[src/rtl/calc_pkg.sv]
// Shared definitions for the calculator arithmetic core.
// Holds operator codes, display glyph codes (the same codes are decoded by
// display_out), the core state encoding, default widths and a constant
// power-of-ten helper used for range limits.
package calc_pkg;

  localparam int DIGITS_DEF = 4;
  localparam int BIN_W_DEF  = 14;

  typedef enum logic [1:0] {
    OP_ADD = 2'd0,
    OP_SUB = 2'd1,
    OP_MUL = 2'd2,
    OP_DIV = 2'd3
  } op_e;

  localparam logic [3:0] BCD_MINUS = 4'hA;
  localparam logic [3:0] BCD_ERR   = 4'hE;
  localparam logic [3:0] BCD_BLANK = 4'hF;

  typedef enum logic [2:0] {
    ENTER_A  = 3'd0,
    OP_WAIT  = 3'd1,
    ENTER_B  = 3'd2,
    CALC     = 3'd3,
    CONV     = 3'd4,
    SHOW_RES = 3'd5,
    ERR      = 3'd6
  } state_e;

  function automatic int pow10(input int n);
    int r;
    r = 1;
    for (int i = 0; i < n; i++) r = r * 10;
    return r;
  endfunction

endpackage

[src/rtl/calc_core_if.sv]
// Key-event / display bundle between keyboard, calc_core and display_out.
//   num_val, op_val       : digit value / operator code, valid with their level
//   is_num, is_op, is_eq  : key levels from the keyboard
//   data_out_bcd          : BCD word to display_out, MS digit in top nibble
//   busy, err             : computing / error pattern shown
// master = key source and display sink, slave = calc_core.
interface calc_core_if #(
  parameter int DIGITS = calc_pkg::DIGITS_DEF
);
  logic [3:0]          num_val;
  logic [1:0]          op_val;
  logic                is_num;
  logic                is_op;
  logic                is_eq;
  logic [4*DIGITS-1:0] data_out_bcd;
  logic                busy;
  logic                err;

  modport master (
    output num_val, op_val, is_num, is_op, is_eq,
    input  data_out_bcd, busy, err
  );

  modport slave (
    input  num_val, op_val, is_num, is_op, is_eq,
    output data_out_bcd, busy, err
  );
endinterface

[src/rtl/bin2bcd_seq.sv]
// Sequential double-dabble binary to BCD converter.
//   clk, rst : clock, asynchronous active-low reset
//   start    : load bin and begin; one bit is shifted per cycle for BIN_W cycles
//   bin      : binary input, sampled on start
//   done     : one-cycle pulse, bcd is valid from this cycle until the next start
//   bcd      : DIGITS packed BCD digits, MS digit in top nibble
module bin2bcd_seq
  import calc_pkg::*;
#(
  parameter int DIGITS = DIGITS_DEF,
  parameter int BIN_W  = BIN_W_DEF
) (
  input  logic                clk,
  input  logic                rst,
  input  logic                start,
  input  logic [BIN_W-1:0]    bin,
  output logic                done,
  output logic [4*DIGITS-1:0] bcd
);
  localparam int OW  = 4*DIGITS;
  localparam int DCW = $clog2(BIN_W+1);

  logic [BIN_W-1:0] sh_q, sh_d;
  logic [OW-1:0]    acc_q, acc_d, adj;
  logic [DCW-1:0]   cnt_q, cnt_d;
  logic             done_q, done_d;

  always_comb begin
    sh_d   = sh_q;
    acc_d  = acc_q;
    cnt_d  = cnt_q;
    done_d = 1'b0;
    adj    = acc_q;
    // add-3 correction on every digit that would overflow past 9 when doubled
    for (int i = 0; i < DIGITS; i++) begin
      if (adj[4*i +: 4] >= 4'd5) adj[4*i +: 4] = adj[4*i +: 4] + 4'd3;
    end
    if (start) begin
      sh_d  = bin;
      acc_d = '0;
      cnt_d = DCW'(BIN_W);
    end else if (cnt_q != '0) begin
      acc_d  = {adj[OW-2:0], sh_q[BIN_W-1]};
      sh_d   = {sh_q[BIN_W-2:0], 1'b0};
      cnt_d  = cnt_q - DCW'(1);
      done_d = (cnt_q == DCW'(1));
    end
  end

  always_ff @(posedge clk or negedge rst) begin
    if (!rst) begin
      sh_q   <= '0;
      acc_q  <= '0;
      cnt_q  <= '0;
      done_q <= 1'b0;
    end else begin
      sh_q   <= sh_d;
      acc_q  <= acc_d;
      cnt_q  <= cnt_d;
      done_q <= done_d;
    end
  end

  assign done = done_q;
  assign bcd  = acc_q;
endmodule

[src/rtl/calc_core.sv]
// Calculator arithmetic core: accumulates two decimal operands from key
// events, computes add/sub/mul/div on '=' and drives a BCD display word.
//   clk, rst : logic clock, asynchronous active-low reset
//   bus      : calc_core_if slave (key events in, data_out_bcd/busy/err out)
//
// state    | meaning
// ENTER_A  | shifting digits into operand A, display shows A
// OP_WAIT  | operator latched, display shows A, waiting for first B digit
// ENTER_B  | shifting digits into operand B, display shows B
// CALC     | add/sub/mul in one cycle, or restoring divide one bit per cycle
// CONV     | double-dabble of result magnitude running
// SHOW_RES | result displayed; digit restarts, operator chains
// ERR      | all-E displayed, err high; only a digit leaves
module calc_core
  import calc_pkg::*;
#(
  parameter int DIGITS = DIGITS_DEF,
  parameter int BIN_W  = BIN_W_DEF
) (
  input logic        clk,
  input logic        rst,
  calc_core_if.slave bus
);
  localparam int OW  = 4*DIGITS;
  localparam int WW  = 2*BIN_W;
  localparam int CW  = $clog2(DIGITS+1);
  localparam int DCW = $clog2(BIN_W+1);
  localparam logic [WW-1:0] MAX_POS  = WW'(pow10(DIGITS) - 1);
  localparam logic [WW-1:0] MAX_NEG  = WW'(pow10(DIGITS-1) - 1);
  localparam logic [CW-1:0] DIG_C    = CW'(DIGITS);
  localparam logic [OW-1:0] ERR_WORD = {DIGITS{BCD_ERR}};

  state_e           state_q, state_d;
  logic [2:0]       key_q, key_prev_q;       // {eq, op, num}
  logic [3:0]       num_val_q;
  logic [1:0]       op_val_q;
  logic [BIN_W-1:0] a_q, a_d, b_q, b_d, res_bin_q, res_bin_d;
  op_e              op_q, op_d;
  logic [OW-1:0]    ent_bcd_q, ent_bcd_d, out_q, out_d;
  logic [CW-1:0]    ent_cnt_q, ent_cnt_d;
  logic             busy_q, busy_d, err_q, err_d, res_neg_q, res_neg_d;
  logic [BIN_W-1:0] div_rem_q, div_rem_d, div_quo_q, div_quo_d;
  logic [DCW-1:0]   div_cnt_q, div_cnt_d;

  logic [2:0]       rise;
  logic             eq_ev, op_ev, num_ev, digit_ok, room;
  logic [OW-1:0]    shift_bcd, first_bcd;
  logic [BIN_W-1:0] digit_bin;
  logic [WW-1:0]    a_w, b_w, mag;
  logic             neg, range_bad;
  logic [BIN_W:0]   div_sh;
  logic             div_ge;
  logic [BIN_W-1:0] div_rem_nx, div_quo_nx;
  logic             conv_start, conv_done;
  logic [BIN_W-1:0] conv_bin;
  logic [OW-1:0]    conv_bcd;

  // eq > op > num when edges coincide
  assign rise   = key_q & ~key_prev_q;
  assign eq_ev  = rise[2];
  assign op_ev  = rise[1] & ~rise[2];
  assign num_ev = rise[0] & ~rise[1] & ~rise[2];

  assign digit_ok  = (num_val_q <= 4'd9);
  assign room      = (ent_cnt_q < DIG_C);
  assign shift_bcd = {ent_bcd_q[OW-5:0], num_val_q};
  assign first_bcd = OW'(num_val_q);
  assign digit_bin = BIN_W'(num_val_q);

  assign a_w = WW'(a_q);
  assign b_w = WW'(b_q);

  always_comb begin
    mag = '0;
    neg = 1'b0;
    case (op_q)
      OP_ADD: mag = a_w + b_w;
      OP_SUB: begin
        if (a_q >= b_q) mag = a_w - b_w;
        else begin
          mag = b_w - a_w;
          neg = 1'b1;
        end
      end
      OP_MUL: mag = a_w * b_w;
      default: mag = '0;
    endcase
    // a negative result gives up the MS digit to the minus glyph
    range_bad = neg ? (mag > MAX_NEG) : (mag > MAX_POS);
  end

  // restoring division step; the remainder never exceeds the divisor
  assign div_sh     = {div_rem_q, div_quo_q[BIN_W-1]};
  assign div_ge     = (div_sh >= {1'b0, b_q});
  assign div_rem_nx = div_ge ? BIN_W'(div_sh - {1'b0, b_q}) : div_sh[BIN_W-1:0];
  assign div_quo_nx = {div_quo_q[BIN_W-2:0], div_ge};

  always_comb begin
    state_d    = state_q;
    a_d        = a_q;
    b_d        = b_q;
    op_d       = op_q;
    ent_bcd_d  = ent_bcd_q;
    ent_cnt_d  = ent_cnt_q;
    out_d      = out_q;
    busy_d     = busy_q;
    err_d      = err_q;
    res_bin_d  = res_bin_q;
    res_neg_d  = res_neg_q;
    div_rem_d  = div_rem_q;
    div_quo_d  = div_quo_q;
    div_cnt_d  = div_cnt_q;
    conv_start = 1'b0;
    conv_bin   = '0;
    case (state_q)
      ENTER_A: begin
        if (op_ev) begin
          op_d    = op_e'(op_val_q);
          state_d = OP_WAIT;
        end else if (num_ev && digit_ok && room) begin
          a_d       = a_q * BIN_W'(10) + digit_bin;
          ent_bcd_d = shift_bcd;
          ent_cnt_d = ent_cnt_q + CW'(1);
          out_d     = shift_bcd;
        end
      end
      OP_WAIT: begin
        if (op_ev) begin
          op_d = op_e'(op_val_q);
        end else if (num_ev && digit_ok) begin
          b_d       = digit_bin;
          ent_bcd_d = first_bcd;
          ent_cnt_d = CW'(1);
          out_d     = first_bcd;
          state_d   = ENTER_B;
        end
      end
      ENTER_B: begin
        if (eq_ev) begin
          busy_d    = 1'b1;
          div_rem_d = '0;
          div_quo_d = a_q;
          div_cnt_d = DCW'(BIN_W);
          state_d   = CALC;
        end else if (num_ev && digit_ok && room) begin
          b_d       = b_q * BIN_W'(10) + digit_bin;
          ent_bcd_d = shift_bcd;
          ent_cnt_d = ent_cnt_q + CW'(1);
          out_d     = shift_bcd;
        end
      end
      CALC: begin
        if ((op_q == OP_DIV && b_q == '0) || (op_q != OP_DIV && range_bad)) begin
          busy_d  = 1'b0;
          err_d   = 1'b1;
          out_d   = ERR_WORD;
          state_d = ERR;
        end else if (op_q == OP_DIV) begin
          div_rem_d = div_rem_nx;
          div_quo_d = div_quo_nx;
          div_cnt_d = div_cnt_q - DCW'(1);
          // last quotient bit goes straight into the converter
          if (div_cnt_q == DCW'(1)) begin
            conv_start = 1'b1;
            conv_bin   = div_quo_nx;
            res_bin_d  = div_quo_nx;
            res_neg_d  = 1'b0;
            state_d    = CONV;
          end
        end else begin
          conv_start = 1'b1;
          conv_bin   = mag[BIN_W-1:0];
          res_bin_d  = mag[BIN_W-1:0];
          res_neg_d  = neg;
          state_d    = CONV;
        end
      end
      CONV: begin
        if (conv_done) begin
          out_d   = res_neg_q ? {BCD_MINUS, conv_bcd[OW-5:0]} : conv_bcd;
          busy_d  = 1'b0;
          state_d = SHOW_RES;
        end
      end
      SHOW_RES, ERR: begin
        if (op_ev) begin
          // chaining only from a non-negative result
          if (state_q == SHOW_RES && !res_neg_q) begin
            a_d     = res_bin_q;
            op_d    = op_e'(op_val_q);
            state_d = OP_WAIT;
          end
        end else if (num_ev && digit_ok) begin
          a_d       = digit_bin;
          b_d       = '0;
          ent_bcd_d = first_bcd;
          ent_cnt_d = CW'(1);
          out_d     = first_bcd;
          err_d     = 1'b0;
          res_neg_d = 1'b0;
          state_d   = ENTER_A;
        end
      end
      default: state_d = ENTER_A;
    endcase
  end

  always_ff @(posedge clk or negedge rst) begin
    if (!rst) begin
      state_q    <= ENTER_A;
      key_q      <= '0;
      key_prev_q <= '0;
      num_val_q  <= '0;
      op_val_q   <= '0;
      a_q        <= '0;
      b_q        <= '0;
      op_q       <= OP_ADD;
      ent_bcd_q  <= '0;
      ent_cnt_q  <= '0;
      out_q      <= '0;
      busy_q     <= 1'b0;
      err_q      <= 1'b0;
      res_bin_q  <= '0;
      res_neg_q  <= 1'b0;
      div_rem_q  <= '0;
      div_quo_q  <= '0;
      div_cnt_q  <= '0;
    end else begin
      state_q    <= state_d;
      key_q      <= {bus.is_eq, bus.is_op, bus.is_num};
      key_prev_q <= key_q;
      num_val_q  <= bus.num_val;
      op_val_q   <= bus.op_val;
      a_q        <= a_d;
      b_q        <= b_d;
      op_q       <= op_d;
      ent_bcd_q  <= ent_bcd_d;
      ent_cnt_q  <= ent_cnt_d;
      out_q      <= out_d;
      busy_q     <= busy_d;
      err_q      <= err_d;
      res_bin_q  <= res_bin_d;
      res_neg_q  <= res_neg_d;
      div_rem_q  <= div_rem_d;
      div_quo_q  <= div_quo_d;
      div_cnt_q  <= div_cnt_d;
    end
  end

  bin2bcd_seq #(
    .DIGITS(DIGITS),
    .BIN_W (BIN_W)
  ) u_conv (
    .clk  (clk),
    .rst  (rst),
    .start(conv_start),
    .bin  (conv_bin),
    .done (conv_done),
    .bcd  (conv_bcd)
  );

  assign bus.data_out_bcd = out_q;
  assign bus.busy         = busy_q;
  assign bus.err          = err_q;
endmodule

[src/flat_wrapper.sv]
// flat-port wrapper written by rule: the top's interface ports become plain ports
module calc_core_flat import calc_pkg::*;
#(
  parameter int DIGITS = DIGITS_DEF,
  parameter int BIN_W  = BIN_W_DEF
)
  (clk, rst, bus_num_val, bus_op_val, bus_is_num, bus_is_op, bus_is_eq, bus_data_out_bcd, bus_busy, bus_err);
  calc_core_if #(.DIGITS(DIGITS)) bus_i ();
  input logic clk;
  input logic rst;
  input wire logic [$bits(bus_i.num_val)-1:0] bus_num_val;
  input wire logic [$bits(bus_i.op_val)-1:0] bus_op_val;
  input wire logic [$bits(bus_i.is_num)-1:0] bus_is_num;
  input wire logic [$bits(bus_i.is_op)-1:0] bus_is_op;
  input wire logic [$bits(bus_i.is_eq)-1:0] bus_is_eq;
  output wire logic [$bits(bus_i.data_out_bcd)-1:0] bus_data_out_bcd;
  output wire logic [$bits(bus_i.busy)-1:0] bus_busy;
  output wire logic [$bits(bus_i.err)-1:0] bus_err;
  assign bus_i.num_val = bus_num_val;
  assign bus_i.op_val = bus_op_val;
  assign bus_i.is_num = bus_is_num;
  assign bus_i.is_op = bus_is_op;
  assign bus_i.is_eq = bus_is_eq;
  assign bus_data_out_bcd = bus_i.data_out_bcd;
  assign bus_busy = bus_i.busy;
  assign bus_err = bus_i.err;
  calc_core #(.DIGITS(DIGITS), .BIN_W(BIN_W)) u_core (.clk(clk), .rst(rst), .bus(bus_i));
endmodule
[config.mk]
export PLATFORM = sky130hd
export DESIGN_NAME = calc_core_flat
export DESIGN_NICKNAME = d
export VERILOG_FILES = /design/src/rtl/calc_pkg.sv /design/src/rtl/calc_core_if.sv /design/src/rtl/bin2bcd_seq.sv /design/src/rtl/calc_core.sv /design/src/flat_wrapper.sv
export SDC_FILE = /design/constraint.sdc
export NUM_CORES = 1
export LEC_CHECK = 0
export CORE_MARGIN = 8
export CORE_UTILIZATION = 50
export DETAILED_ROUTE_END_ITERATION = 6
export PLACE_DENSITY = 0.75
export SLEW_MARGIN = 20
export SYNTH_ARGS = -nofsm -noshare
export SYNTH_HDL_FRONTEND = slang
export SYNTH_SLANG_ARGS = --single-unit
export TNS_END_PERCENT = 1
[constraint.sdc]
create_clock -name clk -period 9.43 [get_ports clk]
set_input_delay 0.943 -clock clk [delete_from_list [all_inputs] [get_ports clk]]
set_output_delay 0.943 -clock clk [all_outputs]
set_load 0.005 [all_outputs]
# ---- After elaboration in Yosys (flattened, before gate mapping)
# Index checks and enable logic that the tools add are counted.
dict set report op_classes {
  n_addsub 13
  mul 3
  n_div 0
  n_lt_le_gt_ge 10
  n_eq_ne 36
  n_shift 0
  n_mux 99
  n_bitwise 8
  reduce_logical 34
}
# operator count
set ops {}
lappend ops {{2-to-1 mux 14 bit} 25}
lappend ops {{2-to-1 mux 16 bit} 13}
lappend ops {{case mux 14 bit (2 select lines)} 3}
lappend ops {{case mux 28 bit (3 select lines)} 1}
lappend ops {{case mux 16 bit (5 select lines)} 1}
lappend ops {{2-to-1 mux 3 bit} 17}
lappend ops {{case mux 16 bit (3 select lines)} 1}
lappend ops {{case mux 14 bit (3 select lines)} 1}
lappend ops {{2-to-1 mux 4 bit} 8}
lappend ops {{subtractor 14 x 14 -> 15 bit} 2}
lappend ops {{adder 14 x 4 -> 14 bit} 2}
lappend ops {{> comparator 28 x 10 -> 1 bit, second input constant} 1}
lappend ops {{> comparator 28 x 14 -> 1 bit, second input constant} 1}
lappend ops {{multiplier 14 x 14 -> 28 bit} 1}
lappend ops {{multiplier 14 x 3 -> 13 bit, second input constant} 2}
lappend ops {{2-to-1 mux 28 bit} 1}
lappend ops {{!= test 2 x 1 -> 1 bit, second input constant} 12}
lappend ops {{2-to-1 mux 1 bit} 18}
lappend ops {{!= test 2 bit, second input constant} 9}
lappend ops {{case mux 3 bit (6 select lines)} 1}
lappend ops {{greater-or-equal comparator 4 x 3 -> 1 bit, second input constant} 4}
lappend ops {{AND reduction 4 bit} 4}
lappend ops {{adder 14 x 14 -> 15 bit} 1}
lappend ops {{greater-or-equal comparator 15 x 14 -> 1 bit} 1}
lappend ops {{43 further kinds} 73}
dict set report word_totals {
  register_bits 164
  latch_bits 0
  ram_bits 0
  rom_bits 0
  inputBits 11
  output_inout_bits 18
  elab_cells 225
  mem_count 0
}

# ---- Logic depth before layout (Yosys ltp)
dict set report depth {
  ltp_word 10
  mapped_depth 30
  ltp_nobuf 27
}

# ---- Cells and area by module
# A second synthesis with hierarchy kept.
dict set report unflattened {
  hier_cells 2277
  hier_area_um2 19145.9
}
# mod instances cells_per_inst area_each_um2 seq_area_each_um2
set by_module_without_submodules {}
lappend by_module_without_submodules {calc_core 1 2067 17146.4 3128.0}
lappend by_module_without_submodules {bin2bcd_seq 1 210 1999.4 875.8}

# ---- Least setup slack after synthesis
# No wires, ideal clock.
dict set report synth_timing {
  path_kind {register -> register}
  startpoint {reg u_core.b_q[4]}
  endpoint {reg u_core.out_q[10] (netlist: u_core.bus.data_out_bcd[10])}
  setup_time_ns 0.125
  arrival_ns 7.464
  setup_slack_ns 1.841
  stages_incl_launch_ff 30
  cell_sequence {dfrtp_1 -> inv_1 -> clkbuf_1 -> nor2_1 -> fa_1 -> inv_1 -> fa_1 -> inv_1 -> fa_1 -> inv_1 -> fa_1 -> inv_1 -> fa_1 -> inv_1 -> fa_1 -> inv_1 -> ha_1 -> a21oi_1 -> o22ai_1 -> or3_1 -> o221a_4 -> or4b_2 -> nand4_1 -> o2111ai_1 -> a32o_2 -> a21oi_4 -> a21o_1 -> buf_6 -> buf_12 -> mux2_4}
}
dict set report synth_between {
  elab_chain_len 9
  word_cells_on_any_way 18
}
# element line_no
set synth_rtl {}
lappend synth_rtl {{from (decl)} calc_core.sv:37} ;# logic [BIN_W-1:0] a_q, a_d, b_q, b_d, res_bin_q, res_bin_d;
lappend synth_rtl {{from (signal assigned)} calc_core.sv:216} ;# b_q <= '0;
lappend synth_rtl {{from (signal assigned)} calc_core.sv:235} ;# b_q <= b_d;
lappend synth_rtl {{branches (longest 6 deep; another with multiplier 14 x 14 -> 28 bit)} n/a}
lappend synth_rtl {{logical OR 1 bit *} calc_core.sv:153} ;# if ((op_q == OP_DIV && b_q == '0) || (op_q != OP_DIV && range_bad)) begin
lappend synth_rtl {{!= test 2 x 1 -> 1 bit (no source line) *} n/a}
lappend synth_rtl {{AND reduction 7 bit (no source line) *} n/a}
lappend synth_rtl {{to (signal assigned)} calc_core.sv:239} ;# out_q <= out_d;
lappend synth_rtl {{to (decl)} calc_core.sv:39} ;# logic [OW-1:0] ent_bcd_q, ent_bcd_d, out_q, out_d;
# Every way passes the cells marked *.
# A chain may end at the register's enable or synchronous reset.

# ---- Final worst setup path
dict set report layout_timing {
  startpoint {reg u_core.a_q[8]}
  endpoint {reg u_core.out_q[7] (netlist: u_core.bus.data_out_bcd[7])}
}
dict set report layout_between {
  elab_chain_len 9
  word_cells_on_any_way 16
}
# element line_no
set layout_rtl {}
lappend layout_rtl {{from (decl)} calc_core.sv:37}
lappend layout_rtl {{from (signal assigned)} calc_core.sv:215} ;# a_q <= '0;
lappend layout_rtl {{from (signal assigned)} calc_core.sv:234} ;# a_q <= a_d;
lappend layout_rtl {{branches (longest 4 deep; another with multiplier 14 x 14 -> 28 bit)} n/a}
lappend layout_rtl {{2-to-1 mux 1 bit *} calc_core.sv:89} ;# range_bad = neg ? (mag > MAX_NEG) : (mag > MAX_POS);
lappend layout_rtl {{logical AND 1 bit *} calc_core.sv:153}
lappend layout_rtl {{logical OR 1 bit *} calc_core.sv:153}
lappend layout_rtl {{!= test 2 x 1 -> 1 bit (no source line) *} n/a}
lappend layout_rtl {{AND reduction 7 bit (no source line) *} n/a}
# Marks and branches as above.

==> impl_metrics.tcl <==
set metrics [dict create \
    outcome "finished clean" \
    crit_chain "inv_1 > nor2_1 > fa_1 > inv_1 > fa_1 > inv_1 > fa_1 > fa_1 > fa_1 > inv_1 > fa_1 > inv_1 > ha_1 > nand4_1 > or4_1 > o32a_1 > a21boi_0 > o221ai_1 > nor4_1 > o2111ai_1 > a32o_2 > a21oi_4 > a21o_1 > mux2_2" \
    crit_start "u_core.a_q[8]$_DFFE_PN0P_" \
    cp.depth 24 \
    rsz0062_at_grt "false" \
    cts_setup_buffers 0 \
    end_kind "register" \
    start_kind "register" \
    synth-edff-count 0 \
    place_congestion 0.977 \
    rows 71 \
    vias_per_cell 6.11 \
    slew_headroom_pct 35.4 \
    cts_resized 0 \
    grt.overflow.total 0 \
    first_pass_iters 6 \
    dieArea_um2 44000 \
    area_delta_synth_final_pct 6.68 \
    yosysMostFrequentCell "inv_1" \
    clk_latency_ns 0.47 \
    clk_path_buf_depth 2 \
    cp_common_cell "fa_1" \
    cts_sinks 160 \
    post-route-min-period_ns 8.52 \
    skew_ns 0.0155 \
    synth_top_area_share_pct 21.3 \
    critPathSlowestCell "dfrtp_1" \
    hold_buffers 0 \
    ys_seq_elements 160 \
    cts_root_buf "clkbuf_16" \
    synthesis.area_um2 18800 \
    arrival_ns 8.87 \
    antenna_found_initial 0 \
    wire_per_inst_um 22.4 \
    final_net_count 2569 \
    rr_startpoint "u_core.a_q[8]$_DFFE_PN0P_" \
    drv_slew 0 \
    grt_start_max_net_pins 105 \
    drive_above_1_share_pct 4.84 \
    synth_ff_type "dfrtp_1" \
    max_freq_ghz 0.117 \
    ioPinCount 29 \
    min-delay-start "u_core.key_q[1]$_DFF_PN0_" \
    reg2reg_setup_slack_ns 0.91 \
    floorplan.initialDensity_pct 50.3 \
    postSynthAreaPerCell_um2 8.42 \
    max_cap_violations 0 \
    dp_hpwl_um 46200 \
    worst-path-buf-inv 5 \
    core-area_um2 37300 \
    async_flop_share_pct 100 \
    track_usage_pct 27.4 \
    critical_path_class "reg2reg" \
    rr_worst_depth 24 \
    grt_pass1_wl_um 94400 \
    holdPathStages 0 \
    ys_types 87 \
    antenna_left 0 \
    critical_path.max_fanout 16 \
    drc 0 \
    synth_cells 2229 \
    seq_area_frac_synth_pct 21.3 \
    cts_tree "built" \
    insertedDiodeCount 0 \
    worst_slew_pin_slew_ns 0.966 \
    vias 16406 \
    synth_nets 2598 \
    grt_pass1_vias 16690 \
    cts_buffers 17 \
    crit_path_max_incr_delay_ns 0.86 \
    yosysTopAreaCell "dfrtp_1" \
    min_period_over_period_pct 90.3 \
    finalHoldViolCount 0 \
    cts.clk_slew.worst_paths_ns 0.07 \
    dr.first_iter.drc_count 1448 \
    critPathRequiredTime_ns 9.78 \
    synthTopCellsByArea "dfrtp_1 21%, fa_1 16%, ha_1 14%, inv_1 5.1%, nand2_1 5.0%" \
    path_delay_family "adder cells" \
    fin_tns_setup_ns 0 \
    hold_path.class "reg2reg" \
    die-height_um 210 \
    ys_warn_count 0 \
    portBuffers 28 \
    dieWidth_um 210 \
    setup_violations 0 \
    synth_common_cells "257 x inv_1, 252 x nand2_1, 221 x nor2_1" \
    wl_um 60200 \
    htreeDepth 4 \
]
-- cell type report --
type | count | area [um^2]
clock inverter | 15 | 166
fill | 3436 | 17300
inverter | 269 | 1010
sequential | 160 | 4000
multi-input combinational | 1696 | 13300
tap | 474 | 593
clock buffer | 17 | 425
timing repair buffer | 56 | 499
-- cell families after synthesis --
logic type / synth area share, %
buf+inv: 7.76
simple gates: 16.5
mux: 2.72
fa+ha+maj: 29.8
compound gates: 17.9
xor+xnor: 4.06
flops: 21.3
-- worst paths after layout --
check                                                          to
max                        u_core.bus.data_out_bcd[7]$_DFFE_PN0P_
max in group asynchronous        u_core.div_rem_q[11]$_DFFE_PN0P_
min                                u_core.key_prev_q[1]$_DFF_PN0_
max reg2reg                u_core.bus.data_out_bcd[7]$_DFFE_PN0P_
min in group asynchronous         u_core.ent_bcd_q[0]$_DFFE_PN0P_
min reg2reg                        u_core.key_prev_q[1]$_DFF_PN0_
-- worst reg2reg max path: cells and delay by family, from the launching register on --
| family | cells | cell delay, ns |
|---|---|---|
| AO/OA/AOI/OAI | 7 | 2.10 |
| adder cells (fa/ha/maj) | 7 | 3.19 |
| buffers and inverters | 5 | 0.64 |
| flip-flops | 1 | 0.86 |
| multiplexers | 1 | 0.41 |
| AND/OR/NAND/NOR | 4 | 1.18 |
-- through the flow --
stage | instances | util (%) | setup slack [ns] | cell area, um^2 | hold WS [ns]
CTS | 2687 | 53.7 | 1.00 | 20000 | 0.399
global route | 2687 | 53.7 | 0.488 | 20000 | 0.409
finish | 2687 | 53.7 | 0.912 | 20000 | 0.392
detailed placement | 2655 | 52.1 | 1.01 | 19400 | 0.364
global placement | 2654 | 52.0 | 1.11 | 19400 | 0.355
floorplan | 2229 | - | 1.84 | 18800 | 0.346
-- cell usage in the layout (no fill, tap or decap), types with 10 or more instances in the layout --
cell type,instances
a31oi_1,18
clkdlybuf4s50_1,27
nor2_1,221
inv_1,257
nor3_1,29
fa_1,149
o22ai_1,20
dfrtp_1,160
and3_1,16
o31ai_1,10
o211ai_1,12
o21ai_0,123
mux2i_1,27
buf_4,27
a22oi_1,10
xor2_1,28
o21a_1,16
clkbuf_16,17
xnor2_1,59
nand3_1,34
nor4_1,12
a21boi_0,12
nand2b_1,25
a211oi_1,18
nand2_1,252
nor2b_1,21
a21oi_1,159
ha_1,209
and2_1,12
mux2_2,12
nand4_1,22
a21o_1,28
a221oi_1,18
-- sequential cells by signal (all words and copies together), names as in the netlist --
register,count
u_core.bus.data_out_bcd,16
u_core.u_conv.bcd,16
u_core.a_q,14
u_core.b_q,14
u_core.div_quo_q,14
u_core.div_rem_q,14
u_core.res_bin_q,14
u_core.u_conv.sh_q,14
u_core.ent_bcd_q,12
u_core.div_cnt_q,4
u_core.num_val_q,4
u_core.u_conv.cnt_q,4
u_core.ent_cnt_q,3
u_core.key_prev_q,3
u_core.key_q,3
u_core.state_q,3
u_core.op_q,2
u_core.op_val_q,2
u_core.bus.busy,1
u_core.bus.err,1
u_core.res_neg_q,1
u_core.u_conv.done,1
-- per-layer routing --
metal  track usage [%]  up-vias  share of wire, %
met2              46.2      696                47
met3              4.10      182               6.2
met5                 0        -                 0
li1                  -     7506                 -
met1              33.2     8022                41
met4              15.3        0               5.8
Power is left out: the tool's default activity adds up to more than one toggle a clock period on the data nets, which glitch-free logic cannot reach.
